File: src/rtl/pwr_pkg.sv
// pwr_pkg: shared power-state encodings for the S3 sequencer.
package pwr_pkg;
  localparam int PWR_STATE_W = 3;
  typedef enum logic [PWR_STATE_W-1:0] {
    ST_ACTIVE  = 3'd0,
    ST_SAVE    = 3'd1,
    ST_S3      = 3'd2,
    ST_RESTORE = 3'd3,
    ST_RESUME  = 3'd4
  } pwr_state_e;
endpackage

File: src/rtl/pwr_timer.sv
// pwr_timer: clearable up-counter that stops at i_max and flags reaching it.
module pwr_timer #(
  parameter int CNT_W = 5
) (
  input  logic             clk,
  input  logic             rst_n,
  input  logic             i_clr,
  input  logic [CNT_W-1:0] i_max,
  output logic             o_tc
);
  logic [CNT_W-1:0] r_cnt;
  always_ff @(posedge clk or negedge rst_n)
    if (!rst_n) r_cnt <= '0;
    else if (i_clr) r_cnt <= '0;
    else if (r_cnt != i_max) r_cnt <= r_cnt + 1'b1;
  assign o_tc = (r_cnt == i_max);
endmodule

File: src/rtl/s3_power_ctrl.sv
// s3_power_ctrl: S3 entry/exit sequencer driving ALU s3_state, clock gate and RAM save/restore.
// One shared timer restarts on every state change; its limit depends on the current state.
module s3_power_ctrl
  import pwr_pkg::*;
#(
  parameter int ENTRY_DELAY   = 4,
  parameter int MIN_S3_CYCLES = 8,
  parameter int RESUME_CYCLES = 2,
  parameter int ACK_TIMEOUT   = 16,
  parameter int CNT_W         = 5
) (
  input  logic                   clk,
  input  logic                   reset,
  input  logic                   alu_idle,
  input  logic                   alu_interrupt,
  input  logic                   sleep_req,
  input  logic                   wake_req,
  input  logic                   ram_save_ack,
  input  logic                   ram_restore_ack,
  output logic                   s3_state,
  output logic                   clk_gate_en,
  output logic                   ram_save_req,
  output logic                   ram_restore_req,
  output logic [PWR_STATE_W-1:0] pwr_state,
  output logic                   wake_done,
  output logic                   err,
  output logic [7:0]             s3_entries
);
  pwr_state_e       r_state, w_next;
  logic             r_s3, r_cg, r_sreq, r_rreq, r_wd, r_err;
  logic [7:0]       r_ent;
  logic             w_int, w_tc, w_clr, w_save_ok, w_err_set;
  logic [CNT_W-1:0] w_max;
  // interrupt without idle is spurious and restarts the entry run
  assign w_int = alu_interrupt & alu_idle;
  always_comb begin
    w_max = (r_state == ST_ACTIVE) ? CNT_W'(ENTRY_DELAY - 1) :
            (r_state == ST_S3)     ? CNT_W'(MIN_S3_CYCLES - 1) :
            (r_state == ST_RESUME) ? CNT_W'(RESUME_CYCLES - 1) :
                                     CNT_W'(ACK_TIMEOUT - 1);
    w_next = r_state;
    case (r_state)
      ST_ACTIVE:  w_next = (sleep_req || (w_int && w_tc)) ? ST_SAVE : ST_ACTIVE;
      ST_SAVE:    w_next = ram_save_ack ? ST_S3 : w_tc ? ST_ACTIVE : ST_SAVE;
      ST_S3:      w_next = (wake_req && w_tc) ? ST_RESTORE : ST_S3;
      ST_RESTORE: w_next = (ram_restore_ack || w_tc) ? ST_RESUME : ST_RESTORE;
      ST_RESUME:  w_next = w_tc ? ST_ACTIVE : ST_RESUME;
      default:    w_next = ST_ACTIVE;
    endcase
    w_clr     = (w_next != r_state) || (r_state == ST_ACTIVE && !w_int);
    w_save_ok = (r_state == ST_SAVE) && ram_save_ack;
    w_err_set = (r_state == ST_SAVE && w_tc && !ram_save_ack) ||
                (r_state == ST_RESTORE && w_tc && !ram_restore_ack);
  end
  pwr_timer #(.CNT_W(CNT_W)) u_timer (
    .clk   (clk),
    .rst_n (reset),
    .i_clr (w_clr),
    .i_max (w_max),
    .o_tc  (w_tc)
  );
  // outputs are decoded from the next state so they change with the state register
  always_ff @(posedge clk or negedge reset)
    if (!reset) begin
      r_state <= ST_ACTIVE;
      r_s3    <= 1'b0;
      r_cg    <= 1'b1;
      r_sreq  <= 1'b0;
      r_rreq  <= 1'b0;
      r_wd    <= 1'b0;
      r_err   <= 1'b0;
      r_ent   <= 8'd0;
    end else begin
      r_state <= w_next;
      r_s3    <= (w_next == ST_SAVE) || (w_next == ST_S3) || (w_next == ST_RESTORE);
      r_cg    <= (w_next != ST_S3);
      r_sreq  <= (w_next == ST_SAVE);
      r_rreq  <= (w_next == ST_RESTORE);
      r_wd    <= (r_state == ST_RESUME) && w_tc;
      r_err   <= r_err || w_err_set;
      if (w_save_ok && r_ent != 8'hFF) r_ent <= r_ent + 8'd1;
    end
  assign s3_state        = r_s3;
  assign clk_gate_en     = r_cg;
  assign ram_save_req    = r_sreq;
  assign ram_restore_req = r_rreq;
  assign pwr_state       = r_state;
  assign wake_done       = r_wd;
  assign err             = r_err;
  assign s3_entries      = r_ent;
endmodule

File: config.mk
export PLATFORM = sky130hd
export DESIGN_NAME = s3_power_ctrl
export DESIGN_NICKNAME = d
export VERILOG_FILES = /design/src/rtl/pwr_pkg.sv /design/src/rtl/pwr_timer.sv /design/src/rtl/s3_power_ctrl.sv
export SDC_FILE = /design/constraint.sdc
export NUM_CORES = 1
export LEC_CHECK = 0
export CAP_MARGIN = 20
export CORE_MARGIN = 3
export CORE_UTILIZATION = 40
export DETAILED_ROUTE_END_ITERATION = 6
export RECOVER_POWER = 50
export SYNTH_ARGS = -nofsm -noshare
export SYNTH_HDL_FRONTEND = slang
export SYNTH_SLANG_ARGS = --single-unit
File: constraint.sdc
create_clock -name clk -period 3.11 [get_ports clk]
set_clock_uncertainty 0.1 [all_clocks]
set_input_delay 0.622 -clock clk [delete_from_list [all_inputs] [get_ports clk]]
set_output_delay 0.622 -clock clk [all_outputs]
set_load 0.05 [all_outputs]
==> flow_summary.json <==
{
  "status": "finished clean",
  "worstMarginPinSlew_ns": 1.10,
  "die_area_mm2": 0.00379,
  "numPortBuffers": 24,
  "power_density_mw_per_mm2": 1010,
  "gr-usage-all-layers_pct": 16.6,
  "rows": 19,
  "place_congestion": 0.789,
  "drive_gt1_share_pct": 9.46,
  "finalHoldViolCount": 0,
  "detail-route-antenna-nets": 0,
  "core_mm2": 0.00285,
  "start_kind": "flip-flop",
  "post-cts-setup-buffers": 0,
  "worst-path-stages": 1,
  "fin_crit_ns": 2.65,
  "antenna_found_initial": 0,
  "min_from": "err$_DFF_PN0_",
  "vias": 1027,
  "worstSetupPathType": "reg2out",
  "worstReg2RegStart": "pwr_state[0]$_DFF_PN0_",
  "insertedDiodeCount": 0,
  "worst-path-buf-inv": 1,
  "clkSlewWorstSetupHoldPaths_ns": 0.12,
  "crit_family": "buffers and inverters",
  "via_per_inst": 5.74,
  "die_w_um": 61.6,
  "setup_viol": 0,
  "min_path_cells": 1,
  "cpMaxStageDelayCell": "clkdlybuf4s50_1",
  "critPathArrivalTime_ns": 1.92,
  "cts_made_buffers": 3,
  "ir_drop_mv": 0.690,
  "nFillCells": 264,
  "drv_cap": 0,
  "synth_edf_count": 0,
  "drcViolationCount": 0,
  "first_iter_violations": 37,
  "rrSetupSlack_ns": 0.79,
  "wl_um": 2700,
  "ios": 25,
  "area_delta_synth_final_pct": 24.4,
  "yosysSeqAreaShare_pct": 44.6,
  "cp_max_fo": 19,
  "ctsResizeCount": 0,
  "hold_path_end": "err$_DFF_PN0_",
  "cts_tree": "yes",
  "fin_nets": 159,
  "synth_ff_type": "dfrtp_1",
  "p_leak_nw": 0.624,
  "grt_setup_unrepaired": "no",
  "total_power_mw": 1.55,
  "setup_tns_ns": 0,
  "r2r_cells": 5,
  "grt_pass1_wl_um": 4680,
  "htree_levels": 1,
  "ys_types": 45,
  "pre_cts_ws_ns": 0.764,
  "hp-class": "reg2reg",
  "crit_chain": "clkdlybuf4s50_1",
  "yosys_warnings": 0,
  "synth.avg_cell_area_um2": 9.97,
  "maxSlewViolCount": 0,
  "critPathMaxStageDelay_ns": 0.92,
  "syn_inst": 124,
  "die_h_um": 61.6,
  "grt_pass1_vias": 977,
  "post-dp-hpwl_um": 2060,
  "clk_root_buffer_cell": "clkbuf_4",
  "cp-end-kind": "output port",
  "synth_seq_cells": 22,
  "critical_path_required_ns": 2.39,
  "clk_latency_ns": 0.30,
  "drtPass1Iterations": 4,
  "start_util_pct": 43.3,
  "clockBufferDepth": 2,
  "cts-hold-fix-buffers": 0,
  "synthArstFlopShare_pct": 100,
  "rr_endpoint": "u_timer.r_cnt[1]$_DFFE_PN0P_",
  "syn-num-nets": 134,
  "maxSlewHeadroom_pct": 26.5,
  "gr-total-overflow": 0,
  "clock_sinks": 22,
  "min_period_over_period_pct": 85.1,
  "syn-cell-area_mm2": 0.00124,
  "detail_route.wl_per_cell_um": 15.1,
  "max_freq_ghz": 0.378,
  "worst_slack_ns": 0.464,
  "grt_max_degree": 23
}
## routing by layer
| metal | global-route usage, % | vias up | wire, um |
|---|---|---|---|
| met4 | 3.64 | 0 | 17 |
| met1 | 24.1 | 487 | 1220 |
| li1 | - | 509 | - |
| met5 | 0 | - | 0 |
| met2 | 24.7 | 29 | 1300 |
| met3 | 4.82 | 2 | 161 |
## cells by family after synthesis
kind of cell	count (synthesis)	share of synthesized area (%)
buffers and inverters	10	4.05
DFF	22	44.6
AOI/OAI and AO/OA	32	20.5
and+or+nand+nor	48	21.5
adders and majority gates	2	2.02
muxes	1	0.911
xor gates and xnor gates	9	6.38
## power by group
group / leakage, nW / switching, mW / internal, mW / total, mW
clock: 0.0279 / 0.0792 / 0.130 / 0.209
combinational: 0.307 / 0.517 / 0.314 / 0.831
sequential: 0.289 / 0.132 / 0.373 / 0.505
## worst max path at each step
stage | end | start | slack, ns
after floorplan | u_timer.r_cnt[3]$_DFFE_PN0P_ | pwr_state[0]$_DFF_PN0_ | 0.87
after global placement | u_timer.r_cnt[3]$_DFFE_PN0P_ | alu_interrupt | 0.79
after detailed placement | u_timer.r_cnt[3]$_DFFE_PN0P_ | alu_interrupt | 0.76
after CTS | pwr_state[0] | pwr_state[0]$_DFF_PN0_ | 0.44
after global routing | pwr_state[0] | pwr_state[0]$_DFF_PN0_ | 0.32
final | pwr_state[1] | pwr_state[1]$_DFF_PN0_ | 0.46
## cell usage in the layout (no fill, tap or decap), types with 2 or more instances in the layout
master,synthesis,layout
o32ai_1,2,2
nor3_1,2,2
xor2_1,2,2
ha_1,2,2
nand2_1,12,12
nand2b_1,3,3
nand4_1,3,3
xnor2_1,7,7
inv_1,4,4
and3_1,4,4
nor2b_1,2,2
or3b_2,2,2
clkbuf_4,0,3
o21ai_1,2,2
a311oi_1,4,4
nor2_1,8,8
a211oi_1,4,4
a21oi_1,5,5
o21a_1,3,3
dfrtp_1,21,21
nand3_1,4,4
clkdlybuf4s50_1,0,23
## cells in the mapped netlist, drive strengths merged (2+ instances only)
| cell | n | area share [%] |
|---|---|---|
| nor3 | 2 | 0.81 |
| a21boi | 2 | 1.2 |
| o32ai | 2 | 1.4 |
| and3 | 4 | 2.0 |
| o21ai | 2 | 0.81 |
| nand2b | 3 | 1.5 |
| a21oi | 6 | 2.7 |
| nand3 | 4 | 1.6 |
| or3 | 2 | 1.4 |
| o21a | 3 | 1.8 |
| inv | 4 | 1.2 |
| a211oi | 5 | 3.4 |
| nand4 | 3 | 1.5 |
| xor2 | 2 | 1.4 |
| a311oi | 4 | 2.8 |
| nand2 | 12 | 3.6 |
| xnor2 | 7 | 5.0 |
| nor2 | 8 | 2.4 |
| nor2b | 2 | 1.0 |
| or3b | 2 | 1.4 |
| ha | 2 | 2.0 |
| buf | 5 | 2.5 |
| dfrtp | 21 | 43 |
## metrics by stage
stage	hold WS [ns]	std cells	utilization (%)	area [um2]
2_1_floorplan	0.226	124	-	1240
3_3_place_gp	0.345	175	52.4	1500
3_5_place_dp	0.356	175	52.4	1500
4_1_cts	0.390	179	54.3	1550
5_1_grt	0.421	179	53.9	1540
6_report	0.380	179	53.9	1540
## state kept, by name, summed over array words and instances, names as in the netlist
register	flops
clk_gate_en	1
err	1
pwr_state	3
ram_restore_req	1
ram_save_req	1
s3_entries	8
s3_state	1
u_timer.r_cnt	5
wake_done	1
## cell type report
class / instances / area, um2 / share of cell area (%)
inverters: 4 / 15.0 / 0.976
multi-input cells: 92 / 628 / 40.8
flip-flops and latches: 22 / 552 / 35.9
clock inverters: 1 / 30.0 / 1.95
repair buffers: 26 / 251 / 16.4
clock buffers: 3 / 22.5 / 1.46
well taps: 31 / 38.8 / 2.52
No activity file was read; power rests on OpenSTA's default activity.
